[src/rtl/traffic_phase_timer_pkg.sv]
// Shared traffic-light definitions: reset durations, config address map
// and the phase-vector helpers used by the light FSM and the phase timer.
package traffic_phase_timer_pkg;

    localparam int DUR_GREEN_RST  = 30;
    localparam int DUR_YELLOW_RST = 3;
    localparam int DUR_RED_RST    = 2;
    localparam int PED_MIN_DEF    = 5;

    typedef enum logic [1:0] {
        CFG_GREEN  = 2'd0,
        CFG_YELLOW = 2'd1,
        CFG_RED    = 2'd2,
        CFG_RSVD   = 2'd3
    } cfg_addr_e;

    typedef struct packed {
        logic green;
        logic yellow;
        logic red;
    } phase_t;

    function automatic logic phase_valid(input phase_t p);
        return $onehot(p);
    endfunction

endpackage

[src/rtl/traffic_phase_timer_down_counter.sv]
// Seconds down-counter for the active phase: load, tick decrement and
// terminal-count detect (expire is combinational, registered by the caller).
module phase_down_counter #(
    parameter int DUR_W = 8
) (
    input  logic             clk,
    input  logic             rst,
    input  logic             load,
    input  logic [DUR_W-1:0] load_val,
    input  logic             hold,
    input  logic             tick,
    output logic [DUR_W-1:0] cnt,
    output logic             expire
);

    logic dec;

    // A load always wins over a coincident tick; hold freezes the count.
    assign dec    = !load && !hold && tick && (cnt != '0);
    assign expire = dec && (cnt == DUR_W'(1));

    always_ff @(posedge clk) begin
        if (rst) begin
            cnt <= '0;
        end else if (load) begin
            cnt <= load_val;
        end else if (dec) begin
            cnt <= cnt - DUR_W'(1);
        end
    end

endmodule

[src/rtl/traffic_phase_timer.sv]
// Phase timer for the traffic-light FSM: per-phase programmable durations,
// entry detection, pedestrian shortening of green and expiry pulses.
module traffic_phase_timer
    import traffic_phase_timer_pkg::*;
#(
    parameter int DUR_W   = 8,
    parameter int PED_MIN = PED_MIN_DEF
) (
    input  logic             clk,
    input  logic             rst,
    input  logic             tick,
    input  logic             state_green,
    input  logic             state_yellow,
    input  logic             state_red,
    input  logic             cfg_we,
    input  logic [1:0]       cfg_addr,
    input  logic [DUR_W-1:0] cfg_data,
    input  logic             ped_req,
    output logic             green_end,
    output logic             yellow_end,
    output logic             red_end,
    output logic [DUR_W-1:0] cnt_remain,
    output logic             ped_pending,
    output logic             cfg_err,
    output logic             state_err
);

    localparam logic [DUR_W-1:0] PED_MIN_V = DUR_W'(PED_MIN);

    phase_t           phase;
    phase_t           prev;
    logic             valid;
    logic             entry;
    logic [DUR_W-1:0] dur_green;
    logic [DUR_W-1:0] dur_yellow;
    logic [DUR_W-1:0] dur_red;
    logic [DUR_W-1:0] cfg_val;
    logic [DUR_W-1:0] entry_dur;
    logic             ped_short;
    logic             ped_short_done;
    logic             cnt_load;
    logic [DUR_W-1:0] cnt_load_val;
    logic             expire;

    assign phase = {state_green, state_yellow, state_red};
    assign valid = phase_valid(phase);
    assign entry = valid && (phase != prev);

    // prev only tracks valid vectors so a glitch back to the same phase is not an entry
    always_ff @(posedge clk) begin
        if (rst) begin
            prev <= '0;
        end else if (valid) begin
            prev <= phase;
        end
    end

    assign cfg_val = (cfg_data == '0) ? DUR_W'(1) : cfg_data;

    always_ff @(posedge clk) begin
        if (rst) begin
            dur_green  <= DUR_W'(DUR_GREEN_RST);
            dur_yellow <= DUR_W'(DUR_YELLOW_RST);
            dur_red    <= DUR_W'(DUR_RED_RST);
            cfg_err    <= 1'b0;
        end else begin
            cfg_err <= cfg_we && ((cfg_addr == CFG_RSVD) || (cfg_data == '0));
            if (cfg_we) begin
                case (cfg_addr)
                    CFG_GREEN:  dur_green  <= cfg_val;
                    CFG_YELLOW: dur_yellow <= cfg_val;
                    CFG_RED:    dur_red    <= cfg_val;
                    default:    ;
                endcase
            end
        end
    end

    always_comb begin
        entry_dur = dur_red;
        if (phase.green) begin
            entry_dur = dur_green;
        end else if (phase.yellow) begin
            entry_dur = dur_yellow;
        end
    end

    // ped_req is folded in directly so the shortening lands the cycle after the request
    assign ped_short = valid && !entry && phase.green && !ped_short_done
                     && (ped_pending || ped_req) && (cnt_remain > PED_MIN_V);

    always_ff @(posedge clk) begin
        if (rst) begin
            ped_pending    <= 1'b0;
            ped_short_done <= 1'b0;
        end else begin
            if (ped_req) begin
                ped_pending <= 1'b1;
            end else if (entry && phase.red) begin
                ped_pending <= 1'b0;
            end
            if (entry) begin
                ped_short_done <= 1'b0;
            end else if (ped_short) begin
                ped_short_done <= 1'b1;
            end
        end
    end

    assign cnt_load     = entry || ped_short;
    assign cnt_load_val = entry ? entry_dur : PED_MIN_V;

    phase_down_counter #(
        .DUR_W (DUR_W)
    ) u_cnt (
        .clk      (clk),
        .rst      (rst),
        .load     (cnt_load),
        .load_val (cnt_load_val),
        .hold     (!valid),
        .tick     (tick),
        .cnt      (cnt_remain),
        .expire   (expire)
    );

    always_ff @(posedge clk) begin
        if (rst) begin
            green_end  <= 1'b0;
            yellow_end <= 1'b0;
            red_end    <= 1'b0;
            state_err  <= 1'b0;
        end else begin
            green_end  <= expire && phase.green;
            yellow_end <= expire && phase.yellow;
            red_end    <= expire && phase.red;
            state_err  <= !valid;
        end
    end

endmodule

[config.mk]
export PLATFORM = sky130hd
export DESIGN_NAME = traffic_phase_timer
export DESIGN_NICKNAME = d
export VERILOG_FILES = /design/src/rtl/traffic_phase_timer_pkg.sv /design/src/rtl/traffic_phase_timer_down_counter.sv /design/src/rtl/traffic_phase_timer.sv
export SDC_FILE = /design/constraint.sdc
export NUM_CORES = 1
export LEC_CHECK = 0
export CORE_ASPECT_RATIO = 0.9
export CORE_UTILIZATION = 53
export CTS_CLUSTER_DIAMETER = 60
export DETAILED_ROUTE_END_ITERATION = 10
export PLACE_DENSITY = 0.79
export SLEW_MARGIN = 5
export SYNTH_ARGS = -nofsm -noshare
export SYNTH_HDL_FRONTEND = slang
export SYNTH_SLANG_ARGS = --single-unit
[constraint.sdc]
create_clock -name clk -period 2.9 [get_ports clk]
set_input_delay 0.29 -clock clk [delete_from_list [all_inputs] [get_ports clk]]
set_output_delay 0.29 -clock clk [all_outputs]
set_load 0.05 [all_outputs]
# Yosys cells after proc, flatten, opt, wreduce, memory -nomap -nowiden

Cells that the tools add are included.

Bits of input ports: 18
Flip-flop bits (word level): 42
Output and inout port bits: 14
Logic and storage cells: 63

Add/sub/neg operators: 3
$lt $le $gt $ge: 1
Equal/unequal tests: 6
Muxes and demuxes: 8
Reductions and logical operators: 31

Operator list:

| cell                  | count |
|---|---|
| $mux W8               | 6 |
| $logic_and A1 B1 Y1   | 15 |
| $eq A8 B1 Y1 const B  | 1 |
| $gt A8 B3 Y1 const B  | 1 |
| $logic_not A8 Y1      | 1 |
| $reduce_bool A8 Y1    | 1 |
| $sub A8 B1 Y8 const B | 1 |
| $reduce_and A2 Y1     | 3 |
| $eq A2 B1 Y1 const B  | 2 |
| $eq A2 B2 Y1 const B  | 2 |
| $logic_not A1 Y1      | 4 |
| $reduce_bool A2 Y1    | 2 |
| $logic_or A1 B1 Y1    | 3 |
| $ne A3 B3 Y1          | 1 |
| $add A1 B1 Y2         | 1 |
| $add A2 B1 Y2         | 1 |
| $logic_not A2 Y1      | 1 |
| $mux W1               | 2 |
| $reduce_or A2 Y1      | 1 |

# Longest topological paths before layout

Depth in word-level cells: 17
Depth in mapped cells: 10
Mapped depth without buffers: 7

# By module

A second synthesis with hierarchy kept.

Cell total of the unflattened synthesis: 235
Area total of the unflattened synthesis: 2082.0 sq um

By module, submodules not included:

| module              | seq. area each (sq um) | cells an instance | area an instance (sq um) | instances |
|---|---|---|---|---|
| traffic_phase_timer | 680.7                  | 172               | 1552.7                   | 1 |
| phase_down_counter  | 160.2                  | 63                | 529.3                    | 1 |

# Worst setup path after synthesis

No wires, ideal clock.

Path kind: input port to flip-flop
Start point: in state_green
End point: reg u_cnt.cnt[3]
Arrival time: 2368 ps
Stages on the path: 9
Path buffers: 2
Slack: 447 ps
Cell sequence: buf_4 -> inv_1 -> clkbuf_1 -> fa_1 -> nand3b_1 -> a311oi_4 -> a21o_4 -> o22ai_1 -> a211oi_1

Word-level cells in the longest chain between the ends: 15
Elaborated cells between the ends (all ways): 19
Those cells by class: 1 x add/sub; 2 x eq/ne; 3 x mux; 13 x reduce/logical

RTL lines:

| what                                | line                                   | source |
|---|---|---|
| start: declaration                  | traffic_phase_timer.sv:12              | `input logic state_green,` |
| $add A2 B1 Y2 (not written as such) | traffic_phase_timer_pkg.sv:24          | `return $onehot(p);` |
| $eq A2 B1 Y1                        | traffic_phase_timer_pkg.sv:24          |  |
| $logic_and A1 B1 Y1                 | traffic_phase_timer.sv:47              | `assign entry = valid && (phase != prev);` |
| $logic_not A1 Y1                    | traffic_phase_timer.sv:89              | `assign ped_short = valid && !entry && phase.green && !ped_short_done` |
| $logic_and A1 B1 Y1 (3 in series)   | traffic_phase_timer.sv:89              |  |
| $logic_and A1 B1 Y1 (2 in series)   | traffic_phase_timer.sv:90              | `&& (ped_pending \|\| ped_req) && (cnt_remain > PED_MIN_V);` |
| $logic_or A1 B1 Y1                  | traffic_phase_timer.sv:110             | `assign cnt_load = entry \|\| ped_short;` |
| $logic_not A1 Y1                    | traffic_phase_timer_down_counter.sv:19 | `assign dec = !load && !hold && tick && (cnt != '0);` |
| $logic_and A1 B1 Y1 (3 in series)   | traffic_phase_timer_down_counter.sv:19 |  |
| $reduce_bool A2 Y1 (no line)        | n/a                                    |  |
| end signal: assignment              | traffic_phase_timer_down_counter.sv:26 | `cnt <= load_val;` |
| end signal: assignment              | traffic_phase_timer_down_counter.sv:28 | `cnt <= cnt - DUR_W'(1);` |
| end: declaration                    | traffic_phase_timer_down_counter.sv:12 | `output logic [DUR_W-1:0] cnt,` |

Several ways; a longest one is shown, not always the timed one.
A chain may end at the register's enable or synchronous reset.

# Worst setup path in the final report

Start point: in state_red
End point: reg u_cnt.cnt[6]

Word-level cells in the longest chain between the ends: 16
Elaborated cells between the ends (all ways): 19
Those cells by class: 2 x add/sub; 2 x eq/ne; 2 x mux; 13 x reduce/logical

RTL lines:

| what                                | line                                   | source |
|---|---|---|
| start: declaration                  | traffic_phase_timer.sv:14              | `input logic state_red,` |
| $add A1 B1 Y2 (not written as such) | traffic_phase_timer_pkg.sv:24          |  |
| $add A2 B1 Y2 (not written as such) | traffic_phase_timer_pkg.sv:24          |  |
| $eq A2 B1 Y1                        | traffic_phase_timer_pkg.sv:24          |  |
| $logic_and A1 B1 Y1                 | traffic_phase_timer.sv:47              |  |
| $logic_not A1 Y1                    | traffic_phase_timer.sv:89              |  |
| $logic_and A1 B1 Y1 (3 in series)   | traffic_phase_timer.sv:89              |  |
| $logic_and A1 B1 Y1 (2 in series)   | traffic_phase_timer.sv:90              |  |
| $logic_or A1 B1 Y1                  | traffic_phase_timer.sv:110             |  |
| $logic_not A1 Y1                    | traffic_phase_timer_down_counter.sv:19 |  |
| $logic_and A1 B1 Y1 (3 in series)   | traffic_phase_timer_down_counter.sv:19 |  |
| $reduce_bool A2 Y1 (no line)        | n/a                                    |  |

Several ways; a longest one is shown, not always the timed one.

==> impl_metrics.env <==
export IMPL_hold_depth=2
export IMPL_relSlewSlack_pct=54.7
export IMPL_synth_edff_count=0
export IMPL_crit_buf_inv=2
export IMPL_hp_start="prev[1]$_SDFFE_PP0N_"
export IMPL_core_area_sq_um=3730
export IMPL_cts_buffer_depth=2
export IMPL_grt_first_pass_wirelength_mm=7.34
export IMPL_postSynthAreaPerCell_sq_um=9.05
export IMPL_clkLatencyLatePin_ns=0.29
export IMPL_synth_compound_area_share_pct=19.2
export IMPL_holdWs_ns=0.468
export IMPL_skew_ns=0.00286
export IMPL_arrival_ns=2.57
export IMPL_setup_violations=0
export IMPL_synth_xor_area_share_pct=1.68
export IMPL_critPathLaunch="state_red"
export IMPL_leakage_nw=1.03
export IMPL_max_freq_mhz=422
export IMPL_netlist_area_sq_um=2080
export IMPL_power_internal_mw=1.01
export IMPL_die_y_um=61.5
export IMPL_synth_adder_area_share_pct=2.16
export IMPL_vias=1741
export IMPL_rrSetupSlack_ns=0.68
export IMPL_worstPathRequired_ns=3.10
export IMPL_power_density_nw_per_um2=601
export IMPL_power_frac_clock_pct=24.0
export IMPL_placedCellCount=304
export IMPL_rr_startpoint="u_cnt.cnt[0]$_SDFFE_PP0P_"
export IMPL_numClockSinks=42
export IMPL_gr_usage_all_layers_pct=24.1
export IMPL_num_rows=21
export IMPL_synth_nets=251
export IMPL_criticalPathCategory="in2reg"
export IMPL_place_hpwl_mm=3.25
export IMPL_post_drt_wl_per_cell_um=14.7
export IMPL_hold_viol_final=0
export IMPL_slew_violations=0
export IMPL_swShare_pct=34.0
export IMPL_ys_ff_latch=42
export IMPL_seqPwrFrac_pct=43.9
export IMPL_numCtsBuffers=5
export IMPL_ctsResizeCount=0
export IMPL_grt_max_degree=40
export IMPL_crit_family="compound AO/OA/AOI/OAI gates"
export IMPL_syn2layout_area_growth_pct=21.9
export IMPL_cts_setup_buffers=0
export IMPL_ys_warnings_count=0
export IMPL_root_buffer="clkbuf_8"
export IMPL_cp_cell_sequence="clkdlybuf4s50_1, inv_1, fa_1, nand3b_1, a311oi_4, a211oi_2, a221oi_1"
export IMPL_worstMarginPinSlew_ns=0.674
export IMPL_synth_cell_type_count=47
export IMPL_irDropWorstVdd_v=0.000397
export IMPL_yosysTopAreaCell="dfxtp_1"
export IMPL_hold_buffers=0
export IMPL_dr_pass1_iters=4
export IMPL_synth_top_area_share_pct=40.4
export IMPL_io_buffers=31
export IMPL_grt_ovfl_total=0
export IMPL_ioPinCount=32
export IMPL_reg2regPathDepth=6
export IMPL_min_to="prev[1]$_SDFFE_PP0N_"
export IMPL_layout_drive_gt1_share_pct=10.2
export IMPL_post_route_min_period_ns=2.37
export IMPL_dieArea_sq_um=4180
export IMPL_comb_power_share_pct=32.1
export IMPL_via_per_inst=5.62
export IMPL_end_kind="flip-flop"
export IMPL_seq_area_frac_synth_pct=40.4
export IMPL_gp_congestion=0.896
export IMPL_async_flop_share_pct=0
export IMPL_cts_htree_levels=2
export IMPL_rsz0062_at_grt="false"
export IMPL_drtAntennaViolNets=0
export IMPL_hold_class="reg2reg"
export IMPL_initial_core_util_pct=55.8
export IMPL_drv_cap=0
export IMPL_yosys_area_share_simple_pct=20.0
export IMPL_first_iter_violations=96
export IMPL_antenna_found_initial=0
export IMPL_nFillCells=309
export IMPL_cpPeakStageDelay_ns=0.54
export IMPL_fin_crit_sh_pct=81.6
export IMPL_start_kind="input pin"
export IMPL_fin_setup_tns_ns=0
export IMPL_wl_mm=4.56
export IMPL_drcViolationCount=0
export IMPL_grt_pass1_vias=1576
export IMPL_r2r_end="u_cnt.cnt[6]$_SDFFE_PP0P_"
export IMPL_synthFlopType="dfxtp_1"
export IMPL_clkTransAtPathRegs_ns=0.07
export IMPL_outcome="finished clean"
export IMPL_instances_no_fill=310
export IMPL_synth_area_leaders="dfxtp_1 40%, mux2i_1 10%, nor2_1 5.8%"
export IMPL_fin_nets=286
export IMPL_path_max_fanout=5
export IMPL_critical_path_slowest_cell="clkdlybuf4s50_1"
export IMPL_switching_power_mw=0.519
export IMPL_diodes=0
export IMPL_tritoncts="built"
export IMPL_muxShareOfSynthArea_pct=11.7
export IMPL_fp_dieW_um=68.1
export IMPL_syn_inst=230
export IMPL_synth_top_family_by_area="simple AND/OR/NAND/NOR gates"
## worst reg2reg max path, delay by kind of cell (launching register included)
| kind | cells | cell delay (ns) |
|---|---|---|
| flops | 1 | 0.41 |
| buf+inv | 1 | 0.09 |
| simple gates | 1 | 0.43 |
| fa+ha+maj | 1 | 0.28 |
| compound gates | 3 | 0.92 |
## flip-flops by register name (all words and copies together), names as in the netlist
signal and count:
green_end 1, ped_pending 1, state_err 1, ped_short_done 1, dur_red 8, u_cnt.cnt 8, prev 3, dur_green 8
red_end 1, cfg_err 1, yellow_end 1, dur_yellow 8
## synthesized netlist by cell type, types with 2 or more instances
master,number
nor2b_1,5
a21oi_1,15
nor3b_1,3
nor2_1,32
nand3_1,3
xor2_1,3
clkbuf_1,7
and2_1,2
nand2_1,19
a221oi_1,2
mux2_2,3
nand2b_1,2
nor3_1,3
o211ai_1,2
a211oi_1,3
a211oi_2,3
o22ai_1,4
o21ai_1,4
nand3b_1,4
mux2i_1,21
ha_1,2
dfxtp_1,42
buf_2,2
inv_1,12
o21ai_0,2
a211o_1,7
or4_1,3
## cell families after synthesis
group | count (synthesis)
buffers and inverters | 23
flip-flops | 42
AO/OA/AOI/OAI | 52
multiplexers | 24
adder cells (fa/ha/maj) | 3
AND/OR/NAND/NOR | 82
XOR/XNOR | 4
## layer usage
layer	wire length (um)	track usage, %
met5	0	0
met4	48	7.14
met3	243	7.04
met2	2100	38.8
met1	2160	31.2
## cells in the final DEF, fill, tap and decap left out, types with 4 or more instances in the layout
master and n:
dfxtp_1 42, nor2_1 32, clkdlybuf4s50_1 31, mux2i_1 21, nand2_1 19, a21oi_1 15
inv_1 12, buf_4 8, a211o_1 7, clkbuf_8 6, nor2b_1 5, nand3b_1 4
o22ai_1 4, o21ai_1 4
## worst max-delay path by stage
| stage | slack (ns) | depth (start not counted) | end |
|---|---|---|---|
| CTS | 0.52 | 7 | u_cnt.cnt[6]$_SDFFE_PP0P_ |
| finish | 0.53 | 7 | u_cnt.cnt[6]$_SDFFE_PP0P_ |
| global route | 0.41 | 8 | u_cnt.cnt[3]$_SDFFE_PP0P_ |
| detailed placement | 0.24 | 7 | u_cnt.cnt[6]$_SDFFE_PP0P_ |
| global placement | 0.30 | 8 | u_cnt.cnt[3]$_SDFFE_PP0P_ |
| floorplan | 0.45 | 9 | u_cnt.cnt[3]$_SDFFE_PP0P_ |
## through the flow
step	cell area (sq um)	util [%]	power [mW]	setup slack, ns
after floorplan	2080	-	1.02	0.447
after global placement	2450	65.8	1.16	0.299
after detailed placement	2450	65.8	1.17	0.243
after CTS	2540	68.0	1.53	0.523
after global routing	2540	68.0	1.61	0.408
final	2540	68.0	1.52	0.532
## layout make-up
cell class	instances	area (sq um)	area share (%)
clock buffer	6	82.6	3.25
inverter	12	45.0	1.78
sequential	42	841	33.1
timing repair buffer	39	370	14.6
multi-input combinational	165	1140	45.0
tap	46	57.6	2.27
## power groups by stage
stage	clock network, mW	logic, mW	registers, mW
after global routing	0.400	0.534	0.676
after detailed placement	0	0.485	0.682
after floorplan	0	0.264	0.757
after global placement	0	0.481	0.680
final	0.366	0.489	0.670
after CTS	0.377	0.488	0.668
No activity file was read; power rests on OpenSTA's default activity.
